File: src/rtl/dsp_seq_pkg.sv
// dsp_seq_pkg: state encoding, DSP mode codes and per-mode run lengths
// shared by the DSP op sequencer and its bench.
package dsp_seq_pkg;

  typedef enum logic [1:0] {
    ST_IDLE = 2'd0,
    ST_RUN  = 2'd1,
    ST_ERR  = 2'd2,
    ST_DONE = 2'd3
  } seq_state_e;

  localparam logic [1:0] MODE_17X17   = 2'd0;
  localparam logic [1:0] MODE_17X33   = 2'd1;
  localparam logic [1:0] MODE_33X33   = 2'd2;
  localparam logic [1:0] MODE_ILLEGAL = 2'd3;

  localparam int unsigned CYC_17X17 = 1;
  localparam int unsigned CYC_17X33 = 2;
  localparam int unsigned CYC_33X33 = 4;

  // Number of cycles the DSP needs before its output is final for a mode.
  function automatic int unsigned mode_cycles(input logic [1:0] mode);
    case (mode)
      MODE_17X17: return CYC_17X17;
      MODE_17X33: return CYC_17X33;
      MODE_33X33: return CYC_33X33;
      default:    return 0;
    endcase
  endfunction

endpackage

File: src/rtl/dsp_seq_perf.sv
// dsp_seq_perf: completed-operation and busy-cycle counters for the DSP op
// sequencer. Only instantiated when DSP_SEQ_PERF_EN is defined.
module dsp_seq_perf (
  input  logic        clk,
  input  logic        rst,
  input  logic        ops_inc,
  input  logic        busy_inc,
  output logic [31:0] perf_ops,
  output logic [31:0] perf_busy
);

  // Free-running counters that wrap at 2^32; cleared only by reset.
  always_ff @(posedge clk) begin
    if (rst) begin
      perf_ops  <= '0;
      perf_busy <= '0;
    end else begin
      if (ops_inc)  perf_ops  <= perf_ops + 32'd1;
      if (busy_inc) perf_busy <= perf_busy + 32'd1;
    end
  end

endmodule

File: src/rtl/dsp_op_sequencer.sv
// dsp_op_sequencer: command-level controller in front of DSP_top. Accepts one
// multiply-add command, drives the DSP pins for the cycles the mode needs,
// captures the sum and hands it back over a result handshake. cmd_acc steers
// the previous result in as the addend.
// Optional: define DSP_SEQ_PERF_EN to add perf_ops/perf_busy counters.
module dsp_op_sequencer
  import dsp_seq_pkg::*;
#(
  parameter int WIDTH = 33,
  parameter int CNT_W = 3
) (
  input  logic                 clk,
  input  logic                 rst,
  input  logic                 cmd_valid,
  output logic                 cmd_ready,
  input  logic [1:0]           cmd_mode,
  input  logic [WIDTH-1:0]     cmd_a,
  input  logic [WIDTH-1:0]     cmd_b,
  input  logic [2*WIDTH-1:0]   cmd_c,
  input  logic                 cmd_acc,
  output logic                 res_valid,
  input  logic                 res_ready,
  output logic [2*WIDTH-1:0]   res_data,
  output logic                 res_err,
  output logic                 dsp_start,
  output logic [1:0]           dsp_mode,
  output logic [WIDTH-1:0]     dsp_aa,
  output logic [WIDTH-1:0]     dsp_bb,
  output logic [2*WIDTH-1:0]   dsp_cc,
  output logic                 dsp_mac,
  output logic [1:0]           dsp_shift_amount,
  output logic                 dsp_shift_dir,
  input  logic [2*WIDTH-1:0]   dsp_out
`ifdef DSP_SEQ_PERF_EN
  ,
  output logic [31:0]          perf_ops,
  output logic [31:0]          perf_busy
`endif
);

  seq_state_e         state_q, state_d;
  logic [CNT_W-1:0]   cnt_q;
  logic [2*WIDTH-1:0] acc_q;
  logic               last_run;

  // The DSP's own MAC and shifter are never used by this controller.
  assign dsp_mac          = 1'b0;
  assign dsp_shift_amount = 2'd0;
  assign dsp_shift_dir    = 1'b0;

  assign last_run = (state_q == ST_RUN) && (cnt_q == CNT_W'(1));

  // State register; reset drops any in-flight command.
  // NOTE: sequential state uses non-blocking assignments so every flop
  // samples pre-edge values regardless of block evaluation order.
  always_ff @(posedge clk) begin
    if (rst) state_q <= ST_IDLE;
    else     state_q <= state_d;
  end

  // Next-state decode and handshake outputs.
  // NOTE: every output of this block is defaulted first so no path leaves a
  // variable unassigned, which would otherwise infer a latch.
  always_comb begin
    state_d   = state_q;
    cmd_ready = 1'b0;
    res_valid = 1'b0;
    case (state_q)
      ST_IDLE: begin
        cmd_ready = 1'b1;
        if (cmd_valid) state_d = (cmd_mode == MODE_ILLEGAL) ? ST_ERR : ST_RUN;
      end
      ST_RUN: begin
        if (cnt_q == CNT_W'(1)) state_d = ST_DONE;
      end
      ST_ERR: begin
        state_d = ST_DONE;
      end
      ST_DONE: begin
        res_valid = 1'b1;
        if (res_ready) state_d = ST_IDLE;
      end
      default: state_d = ST_IDLE;
    endcase
  end

  // Datapath: register the command on accept, count down the run, capture
  // the DSP sum on the last run cycle. dsp_start pulses for exactly one cycle.
  always_ff @(posedge clk) begin
    if (rst) begin
      dsp_start <= 1'b0;
      dsp_mode  <= 2'd0;
      dsp_aa    <= '0;
      dsp_bb    <= '0;
      dsp_cc    <= '0;
      cnt_q     <= '0;
      acc_q     <= '0;
      res_data  <= '0;
      res_err   <= 1'b0;
    end else begin
      dsp_start <= 1'b0;
      case (state_q)
        ST_IDLE: begin
          if (cmd_valid && cmd_mode != MODE_ILLEGAL) begin
            dsp_start <= 1'b1;
            dsp_mode  <= cmd_mode;
            dsp_aa    <= cmd_a;
            dsp_bb    <= cmd_b;
            dsp_cc    <= cmd_acc ? acc_q : cmd_c;
            cnt_q     <= CNT_W'(mode_cycles(cmd_mode));
          end
        end
        ST_RUN: begin
          cnt_q <= cnt_q - CNT_W'(1);
          if (last_run) begin
            res_data <= dsp_out;
            acc_q    <= dsp_out;
            res_err  <= 1'b0;
          end
        end
        ST_ERR: begin
          res_data <= '0;
          res_err  <= 1'b1;
        end
        default: ;
      endcase
    end
  end

`ifdef DSP_SEQ_PERF_EN
  dsp_seq_perf u_perf (
    .clk       (clk),
    .rst       (rst),
    .ops_inc   (last_run),
    .busy_inc  (state_q != ST_IDLE),
    .perf_ops  (perf_ops),
    .perf_busy (perf_busy)
  );
`else
  // Performance counters are not built; sequencing is unaffected.
`endif

endmodule

File: config.mk
export PLATFORM = sky130hd
export DESIGN_NAME = dsp_op_sequencer
export DESIGN_NICKNAME = d
export VERILOG_FILES = /design/src/rtl/dsp_seq_pkg.sv /design/src/rtl/dsp_seq_perf.sv /design/src/rtl/dsp_op_sequencer.sv
export SDC_FILE = /design/constraint.sdc
export NUM_CORES = 1
export LEC_CHECK = 0
export ABC_AREA = 1
export BUFFER_PORTS_ARGS = -buffer_cell sky130_fd_sc_hd__buf_2
export CORE_AREA = 2 2 159 161
export DETAILED_ROUTE_END_ITERATION = 8
export DIE_AREA = 0 0 161 163
export GPL_TIMING_DRIVEN = 0
export PLACE_DENSITY = 0.71
export SLEW_MARGIN = 25
export SYNTH_ARGS = -nofsm -noshare
export SYNTH_HDL_FRONTEND = slang
export SYNTH_SLANG_ARGS = --single-unit
File: constraint.sdc
create_clock -name clk -period 1.8 [get_ports clk]
set_clock_uncertainty 0.15 [all_clocks]
set_input_delay 0.18 -clock clk [delete_from_list [all_inputs] [get_ports clk]]
set_output_delay 0.18 -clock clk [all_outputs]
set_load 0.01 [all_outputs]
==> flow_summary_export.csv, run 1 <==
group,metric,value,unit
floorplan,pin_count,413,
run,cap_viol_max_count,0,
setup_path,cp_slowest_cell,"dfxtp_2",
sta,slew_headroom,52.8,%
setup_path,cp_num_buf_inv,3,
grt,grt_pass1_vias,12080,
clocking,cts_buffer_depth,3,
synthesis,synth-edff-count,0,
sta,rsz0062_at_grt,"yes",
power_and_ir_drop,p_comb_share,29.3,%
setup_path,crit_path_start,"state_q[0]",
synthesis,synth_area_leaders,"dfxtp_1, nand2_1, a21oi_1, nand3_1, o21ai_0",
routing,drtIter0Drc,1225,
grt,grt_overflow_total,0,
synthesis,async_flop_share,0,%
setup_path,crit_family,"buffers and inverters",
routing,drc,0,
routing,wl,42200,um
power_and_ir_drop,netSwitchingPower,5.99,mW
placement,dpl.hpwl,27600,um
floorplan,rows,58,
floorplan,die_x,161,um
power_and_ir_drop,intPower,12.1,mW
sta,period_share,96.4,%
setup_path,crit_path_max_fanout,10,
worst_hold_path,hold_depth,5,
setup_path,endpoint_kind,"flop",
clocking,cts.sinks,273,
floorplan,die_h,163,um
worst_hold_path,hp-start,"cmd_acc",
floorplan,core-area,24700,sq um
clocking,clk_latency,540,ps
setup_path,crit_path_start_kind,"flop",
routing,avgViaCountPerCell,5.12,
clocking,cts_root_buffer,"clkbuf_16",
cells_and_area,final_nets,2320,
routing,firstDrtPassIters,7,
synthesis,synth_ff_type,"dfxtp_1",
power_and_ir_drop,p_total,18.0,mW
synthesis,postSynthAreaPerCell,7.42,sq um
floorplan,start_util,43.8,%
cells_and_area,finalInstanceArea,16600,sq um
synthesis,netlist.area_leader.share,50.5,%
synthesis,ys_seq_area_share,50.5,%
grt,grt_usage,30.1,%
setup_path,required,2060,ps
grt,grt_start_max_net_pins,14,
synthesis,netlist_area,10800,sq um
placement,post_dp_cell_area,13300,sq um
cells_and_area,layout-drive-gt1-share,26.6,%
sta,fmax,576,MHz
clocking,cts_made_buffers,29,
placement,pre_cts_slack,-294,ps
setup_path,reg2reg_from,"state_q[0]",
sta,post-route-min-period,1740,ps
power_and_ir_drop,powerDensity,1090,nW/um^2
floorplan,dieArea,26200,sq um
routing,vias,12593,
cells_and_area,layout-area-overhead-vs-synth,53.5,%
placement,place_congestion,0.876,
setup_path,critical_path_class,"flop to flop",
power_and_ir_drop,swShare,33.2,%
setup_path,r2r-end,"dsp_aa[13]",
routing,antenna_left,0,
clocking,htree_levels,1,
setup_path,worstPathCellList,"inv_2 > ha_4 > nand3_2 > buf_8 > clkbuf_4 > o21ai_0 > a21oi_1",
setup_path,ff2ff_path_depth,7,
synthesis,yosysWarnings,0,
synthesis,yosysMostFrequentCell,"nand2_1",
synthesis,ys_top_cells_by_count,"nand2_1, dfxtp_1, a21oi_1, inv_1, nand3_1",
clocking,tritoncts,"yes",
routing,avgRoutedWirePerCell,17.2,um
grt,grt_pass1_wl,63300,um
power_and_ir_drop,power.share.clock,31.1,%
synthesis,synth-seq-cells,273,
setup_path,slowest_delay,350,ps
synthesis,synth_cells,1458,
clocking,path_clk_slew,60,ps
status,outcome,"finished, final reports clean",
sta,max_slew.worst_pin.slew,708,ps
synthesis,synth_cell_types,19,
setup_path,crit_arrival,2000,ps
setup_path,r2r_setup_slack,60,ps
synthesis,yosysTopAreaCell,"dfxtp_1",
placement,portBuffers,406,
worst_hold_path,hp-class,"input port to flop",
sta,hold_violations,0,
sta,setup_violations,0,
grt,antenna_found_initial,2,
power_and_ir_drop,seq_power_share,39.6,%
worst_hold_path,min_to,"dsp_cc[0]",
sta,finalWorstSetupSlack,64.7,ps
power_and_ir_drop,ir_worst_vdd,0.000656,V
power_and_ir_drop,p_leak,7.32,nW
sta,finalMaxSlewViolations,0,
[state kept, by name (all words and copies together), names as in the netlist]
name	cells
res_data	66
dsp_bb	33
state_q	2
dsp_start	1
dsp_mode	2
acc_q	66
dsp_aa	33
res_err	1
dsp_cc	66
cnt_q	3
[routing by layer]
layer	up-vias	wire, um	track usage, %
met4	0	1720	11.5
met5	-	0	0
met2	636	20900	55.7
met1	5811	15700	33.5
met3	122	3870	7.13
li1	6024	-	-
[cells by family after synthesis]
group,Yosys count,synth area share [%]
compound gates,404,18.7
fa+ha+maj,6,0.694
buf+inv,264,10.5
flops,273,50.5
other cells,1,0.0347
simple gates,510,19.5
[repair_timing]
item / CTS / global route
hold endpoints to repair: 271 / 0
pin swaps: 2 / 4
cloned: 0 / 4
resized for setup: 50 / 48
hold buffers: 201 / 0
setup buffers: 4 / 3
endpoints found under the setup margin: 229 / 241
[worst max path at each step]
stage	to	slack, ps	depth (start not counted)
2_1_floorplan	res_data[18]	210	9
3_3_place_gp	res_data[52]	-260	7
3_5_place_dp	res_data[52]	-290	7
4_1_cts	res_data[64]	3	9
5_1_grt	acc_q[40]	-30	9
6_report	dsp_aa[13]	60	7
[per-stage QoR]
step	util, %	setup TNS, ps	std cells	hold WS, ps
final	67.3	0	2460	46.7
after global routing	67.3	-148	2459	79.6
after CTS	66.2	0	2451	23.6
after floorplan	-	0	1461	173
after global placement	53.8	-16660	2197	278
after detailed placement	53.8	-24280	2197	281
[power by group through the flow]
stage / registers (mW) / clock network (mW) / logic (mW)
3_5_place_dp: 7.22 / 0 / 4.38
2_1_floorplan: 7.44 / 0 / 2.41
6_report: 7.15 / 5.60 / 5.28
4_1_cts: 7.10 / 5.70 / 4.95
3_3_place_gp: 7.20 / 0 / 4.32
5_1_grt: 7.21 / 5.93 / 5.76
[area by class of cell]
| cell class | count | area [sq um] |
|---|---|---|
| timing repair buffer | 618 | 4210 |
| sequential | 273 | 5470 |
| fill | 1983 | 8070 |
| antenna | 2 | 5.00 |
| inverter | 144 | 548 |
| tap | 330 | 413 |
| clock inverter | 10 | 56.3 |
| buffer | 119 | 776 |
| clock buffer | 40 | 827 |
| multi-input combinational | 924 | 4300 |
[placed cells by master (no fill, tap or decap), drive strengths merged]
| cell | instances |
|---|---|
| a21oi | 270 |
| buf | 478 |
| clkbuf | 98 |
| clkinv | 9 |
| clkinvlp | 1 |
| conb | 4 |
| dfxtp | 273 |
| diode | 2 |
| dlygate4sd3 | 201 |
| ha | 6 |
| inv | 144 |
| nand2 | 362 |
| nand3 | 138 |
| nor2 | 10 |
| o21a | 1 |
| o21ai | 133 |
[tightest hold or removal path, delay by kind of cell]
kind | cells | cell delay [ps]
AOI/OAI and AO/OA | 2 | 110
and+or+nand+nor | 2 | 160
buffers and inverters | 1 | 220
Power figures use the tool's default switching activity.
==> run 2: changes to the inputs <==
--- a/config.mk
+++ b/config.mk
@@ -6,12 +6,12 @@
 export NUM_CORES = 1
 export LEC_CHECK = 0
 export ABC_AREA = 1
-export BUFFER_PORTS_ARGS = -buffer_cell sky130_fd_sc_hd__buf_2
 export CORE_AREA = 2 2 159 161
 export DETAILED_ROUTE_END_ITERATION = 8
 export DIE_AREA = 0 0 161 163
+export DONT_BUFFER_PORTS = 1
 export GPL_TIMING_DRIVEN = 0
-export PLACE_DENSITY = 0.71
+export PLACE_DENSITY = 0.57
 export SLEW_MARGIN = 25
 export SYNTH_ARGS = -nofsm -noshare
 export SYNTH_HDL_FRONTEND = slang
==> flow_summary_export.csv, run 2 (synthesized netlist as in run 1, its figures left out) <==
group,metric,value,unit
status,outcome,"finished, final reports clean",
setup_path,slowest_delay,340,ps
grt,grt_pass1_wl,55300,um
floorplan,die_x,161,um
cells_and_area,postLayoutCoreUtil,58.4,%
sta,fmax,586,MHz
grt,antenna_found_initial,3,
grt,grt_overflow_total,0,
clocking,htree_levels,1,
routing,vias,10525,
grt,grt_pass1_vias,10258,
routing,avgViaCountPerCell,5.14,
run,cap_viol_max_count,0,
cells_and_area,final_cell_mix,"nand2_1, dfxtp_1, a21oi_1, dlygate4sd3_1, inv_1",
worst_hold_path,hp-start,"cmd_acc",
setup_path,critical_path_class,"flop to flop",
sta,rsz0062_at_grt,"no",
cells_and_area,final_nets,1909,
floorplan,start_util,43.8,%
placement,portBuffers,0,
routing,wl,36600,um
setup_path,crit_path_max_fanout,10,
setup_path,worstPathCellList,"inv_4 > ha_2 > buf_6 > nand3_4 > inv_6 > buf_12 > buf_8 > nand3_1 > a21oi_1",
cells_and_area,layout-area-overhead-vs-synth,33.3,%
routing,antenna_left,0,
routing,firstDrtPassIters,5,
clocking,path_clk_slew,60,ps
routing,drtIter0Drc,608,
worst_hold_path,hold_depth,4,
power_and_ir_drop,p_leak,5.38,nW
floorplan,rows,58,
sta,post-route-min-period,1710,ps
clocking,cts_buffer_depth,3,
setup_path,cp.depth,9,
floorplan,pin_count,413,
setup_path,cp_slowest_cell,"dfxtp_2",
placement,pre_cts_slack,-376,ps
cells_and_area,layout_commonest_cell,"nand2_1",
clocking,cts_root_buffer,"clkbuf_16",
setup_path,crit_path_start_kind,"flop",
clocking,clk_latency,540,ps
floorplan,die_h,163,um
worst_hold_path,min_to,"dsp_cc[42]",
setup_path,crit_family,"buffers and inverters",
setup_path,required,2110,ps
setup_path,r2r_setup_slack,90,ps
setup_path,endpoint_kind,"flop",
setup_path,r2r-end,"res_data[9]",
clocking,cts.sinks,273,
routing,drc,0,
sta,period_share,94.7,%
placement,dpl.hpwl,25700,um
clocking,tritoncts,"yes",
sta,setup_violations,0,
cells_and_area,reg.largest.list,"acc_q (66), dsp_cc (66), res_data (66)",
grt,grt_usage,26.3,%
sta,max_slew.worst_pin.slew,744,ps
clocking,cts_made_buffers,30,
sta,slew_headroom,50.4,%
cells_and_area,fill_cells,2238,
cells_and_area,layout-drive-gt1-share,8.39,%
setup_path,crit_arrival,2020,ps
placement,place_congestion,0.850,
power_and_ir_drop,ir_worst_vdd,0.000721,V
sta,finalMaxSlewViolations,0,
sta,finalWorstSetupSlack,94.7,ps
sta,hold_violations,0,
floorplan,dieArea,26200,sq um
setup_path,cp_num_buf_inv,5,
worst_hold_path,hp-class,"input port to flop",
setup_path,ff2ff_path_depth,9,
setup_path,reg2reg_from,"state_q[1]",
routing,avgRoutedWirePerCell,17.9,um
power_and_ir_drop,powerDensity,1190,nW/um^2
floorplan,core-area,24700,sq um
grt,grt_start_max_net_pins,15,
run 2: cell count changes in the layout (fill, tap and decap cells not counted), sizes merged:
cell	previous run	this run
clkbuf	98	94
diode	2	1
clkinv	9	6
dlygate4sd3	201	202
clkinvlp	1	0
buf	478	73
run 2: how the worst max path moves through the flow:
stage	from	end	slack, ps
after CTS	state_q[1]	acc_q[17]	-3
after floorplan	state_q[1]	res_data[18]	210
after detailed placement	state_q[0]	dsp_cc[57]	-380
after global placement	state_q[0]	dsp_cc[59]	-370
after global routing	state_q[0]	dsp_aa[2]	0.5
final	state_q[1]	res_data[9]	90
run 2: worst reg2reg max path, stage by stage (launching register included):
cell and delay, ps:
dfxtp_2 340, inv_4 70, ha_2 160, buf_6 120, nand3_4 140, inv_6 140
buf_12 140, buf_8 130, nand3_1 70, a21oi_1 140
run 2: repair_timing:
item                                   in CTS  in global routing
endpoints found under the hold margin     271                  0
setup buffers                               2                  1
pin swaps                                   1                  3
gates resized for setup                    46                 41
setup endpoints to repair                 228                230
gates cloned                                0                  1
hold buffers                              202                  0
run 2: per-layer routing:
metal / up-vias / global-route usage, % / share of wire, % / routed length (um)
met4: 2 / 9.74 / 3.9 / 1420
met5: - / 0 / 0.036 / 13
li1: 5201 / - / - / -
met3: 78 / 7.84 / 9.0 / 3310
met1: 4829 / 30.1 / 38 / 14000
met2: 415 / 46.6 / 49 / 17800
run 2: cell type report:
class | count | area [sq um] | share of cell area [%]
antenna | 1 | 2.50 | 0.0174
buffer | 119 | 758 | 5.26
clock buffer | 44 | 855 | 5.93
clock inverter | 6 | 33.8 | 0.234
inverter | 144 | 548 | 3.80
multi-input combinational | 924 | 4260 | 29.6
sequential | 273 | 5470 | 37.9
tap | 330 | 413 | 2.86
timing repair buffer | 206 | 2080 | 14.4
run 2: where the power goes:
| group | total (mW) | switching, mW | internal, mW |
|---|---|---|---|
| logic | 3.99 | 2.45 | 1.54 |
| registers | 7.51 | 0.766 | 6.75 |
| clock network | 5.68 | 2.43 | 3.25 |
| total | 17.2 | 5.65 | 11.5 |
run 2: through the flow:
stage          hold WS (ps)  setup TNS [ps]  cell area [sq um]  power (mW)  cells
3_3_place_gp            177          -33240              11200        10.8   1791
2_1_floorplan           173               0              10800        9.85   1461
5_1_grt                80.0               0              14400        18.0   2047
4_1_cts                24.6           -4.52              14300        17.1   2044
3_5_place_dp            181          -35860              11200        10.9   1791
6_report               46.2               0              14400        17.2   2047
==> run 3: changes to the inputs <==
--- a/config.mk
+++ b/config.mk
@@ -6,12 +6,13 @@
 export NUM_CORES = 1
 export LEC_CHECK = 0
 export ABC_AREA = 1
-export CORE_AREA = 2 2 159 161
+export CAP_MARGIN = 20
+export CORE_MARGIN = 1
+export CORE_UTILIZATION = 42
 export DETAILED_ROUTE_END_ITERATION = 8
-export DIE_AREA = 0 0 161 163
 export DONT_BUFFER_PORTS = 1
 export GPL_TIMING_DRIVEN = 0
-export PLACE_DENSITY = 0.57
+export PLACE_DENSITY = 0.54
 export SLEW_MARGIN = 25
 export SYNTH_ARGS = -nofsm -noshare
 export SYNTH_HDL_FRONTEND = slang
==> flow_summary_export.csv, run 3 (synthesized netlist as in run 1, its figures left out) <==
group,metric,value,unit
status,outcome,"finished, final reports clean",
routing,avgRoutedWirePerCell,17.8,um
routing,firstDrtPassIters,5,
grt,grt_overflow_total,0,
placement,post_dp_cell_area,11200,sq um
routing,avgViaCountPerCell,5.11,
worst_hold_path,hp-class,"input port to flop",
setup_path,cp_slowest_cell,"dfxtp_1",
sta,hold_violations,0,
sta,fmax,588,MHz
sta,max_slew.worst_pin.slew,775,ps
floorplan,rows,58,
sta,finalWorstSetupSlack,98.2,ps
grt,grt_usage,26.5,%
floorplan,pin_count,413,
cells_and_area,postLayoutCoreUtil,57.7,%
cells_and_area,fill_cells,2360,
clocking,tritoncts,"yes",
grt,grt_pass1_wl,55400,um
placement,placed_cells,1791,
routing,wl,36600,um
sta,hold_ws,46.3,ps
sta,slew_headroom,48.3,%
clocking,path_clk_slew,60,ps
sta,rsz0062_at_grt,"yes",
power_and_ir_drop,ir_worst_vdd,0.000845,V
sta,setup_violations,0,
cells_and_area,finalInstanceArea,14600,sq um
floorplan,start_util,42.8,%
grt,grt_pass1_vias,10273,
floorplan,die_x,163,um
floorplan,die_h,163,um
cells_and_area,layout_commonest_cell,"nand2_1",
placement,place_congestion,0.843,
power_and_ir_drop,p_leak,5.46,nW
setup_path,critPathMostFrequentCell,"nand2_1",
cells_and_area,final_cells,2053,
power_and_ir_drop,powerDensity,1220,nW/um^2
routing,vias,10492,
sta,period_share,94.5,%
setup_path,slowest_delay,330,ps
clocking,cts.sinks,273,
routing,antenna_left,0,
setup_path,crit_arrival,2020,ps
power_and_ir_drop,p_total,17.8,mW
sta,setup-tns-final,0,ps
clocking,clk_latency,550,ps
setup_path,worstPathCellList,"inv_2 > ha_4 > nand2_1 > nor2_4 > buf_12 > buf_4 > nand2_1 > a21oi_1",
clocking,cts_buffer_depth,3,
clocking,htree_levels,1,
cells_and_area,reg.largest.list,"acc_q (66), dsp_cc (66), res_data (66)",
cells_and_area,final_nets,1911,
grt,grt_start_max_net_pins,15,
setup_path,endpoint_kind,"flop",
setup_path,crit_path_start_kind,"flop",
placement,portBuffers,0,
setup_path,r2r_setup_slack,100,ps
sta,finalMaxSlewViolations,0,
placement,pre_cts_slack,-308,ps
floorplan,dieArea,26400,sq um
cells_and_area,layout-drive-gt1-share,8.54,%
routing,drtIter0Drc,493,
routing,drc,0,
grt,antenna_found_initial,1,
cells_and_area,multi_input_area,4250,sq um
placement,dpl.hpwl,25800,um
run,cap_viol_max_count,0,
cells_and_area,seqCellArea,5470,sq um
clocking,cts_root_buffer,"clkbuf_16",
setup_path,critical_path_class,"flop to flop",
floorplan,core-area,25300,sq um
setup_path,crit_path_max_fanout,10,
sta,post-route-min-period,1700,ps
cells_and_area,final_cell_mix,"nand2_1, dfxtp_1, a21oi_1, dlygate4sd3_1, inv_1",
cells_and_area,layout-area-overhead-vs-synth,34.8,%
setup_path,required,2120,ps
clocking,cts_made_buffers,30,
[run 3: report_power, final]
group	internal (mW)	switching, mW	total, mW
clock	3.75	2.48	6.23
combinational	1.58	2.45	4.04
sequential	6.75	0.756	7.50
[run 3: worst paths after layout]
path,startpoint,end,cells past startpoint
max,state_q[0],dsp_cc[49],8
min,cmd_acc,dsp_cc[45],4
max reg2reg,state_q[0],dsp_cc[49],8
min reg2reg,acc_q[36],acc_q[36],2
[run 3: layout make-up]
type / count / share of cell area, %
diodes: 1 / 0.0172
plain buffers: 118 / 5.41
clock buffers: 47 / 6.28
clock inverters: 7 / 0.609
inverters: 144 / 3.74
multi-input cells: 924 / 29.2
flip-flops and latches: 273 / 37.5
well taps: 330 / 2.83
repair buffers: 209 / 14.5
[run 3: timing repair]
item,CTS,global route
resized for setup,40,59
pin swaps,2,1
endpoints found under the hold margin,271,2
hold buffers,202,1
gates cloned,0,1
endpoints found under the setup margin,229,225
setup buffers,4,1
[run 3: per-layer routing]
| metal | wire, um | part of all wire, % | global-route usage [%] | vias up |
|---|---|---|---|---|
| li1 | - | - | - | 5209 |
| met1 | 14100 | 38 | 29.5 | 4835 |
| met2 | 18300 | 50 | 48.3 | 382 |
| met3 | 2950 | 8.1 | 7.28 | 66 |
| met4 | 1200 | 3.3 | 9.05 | 0 |
| met5 | 0 | 0 | 0 | - |
[run 3: worst max-delay path: cells and delay by family, from the launching register on]
kind | cells | cell delay [ps]
buffers and inverters | 3 | 450
AND/OR/NAND/NOR | 3 | 370
flip-flops | 1 | 330
adder cells (fa/ha/maj) | 1 | 190
AO/OA/AOI/OAI | 1 | 130
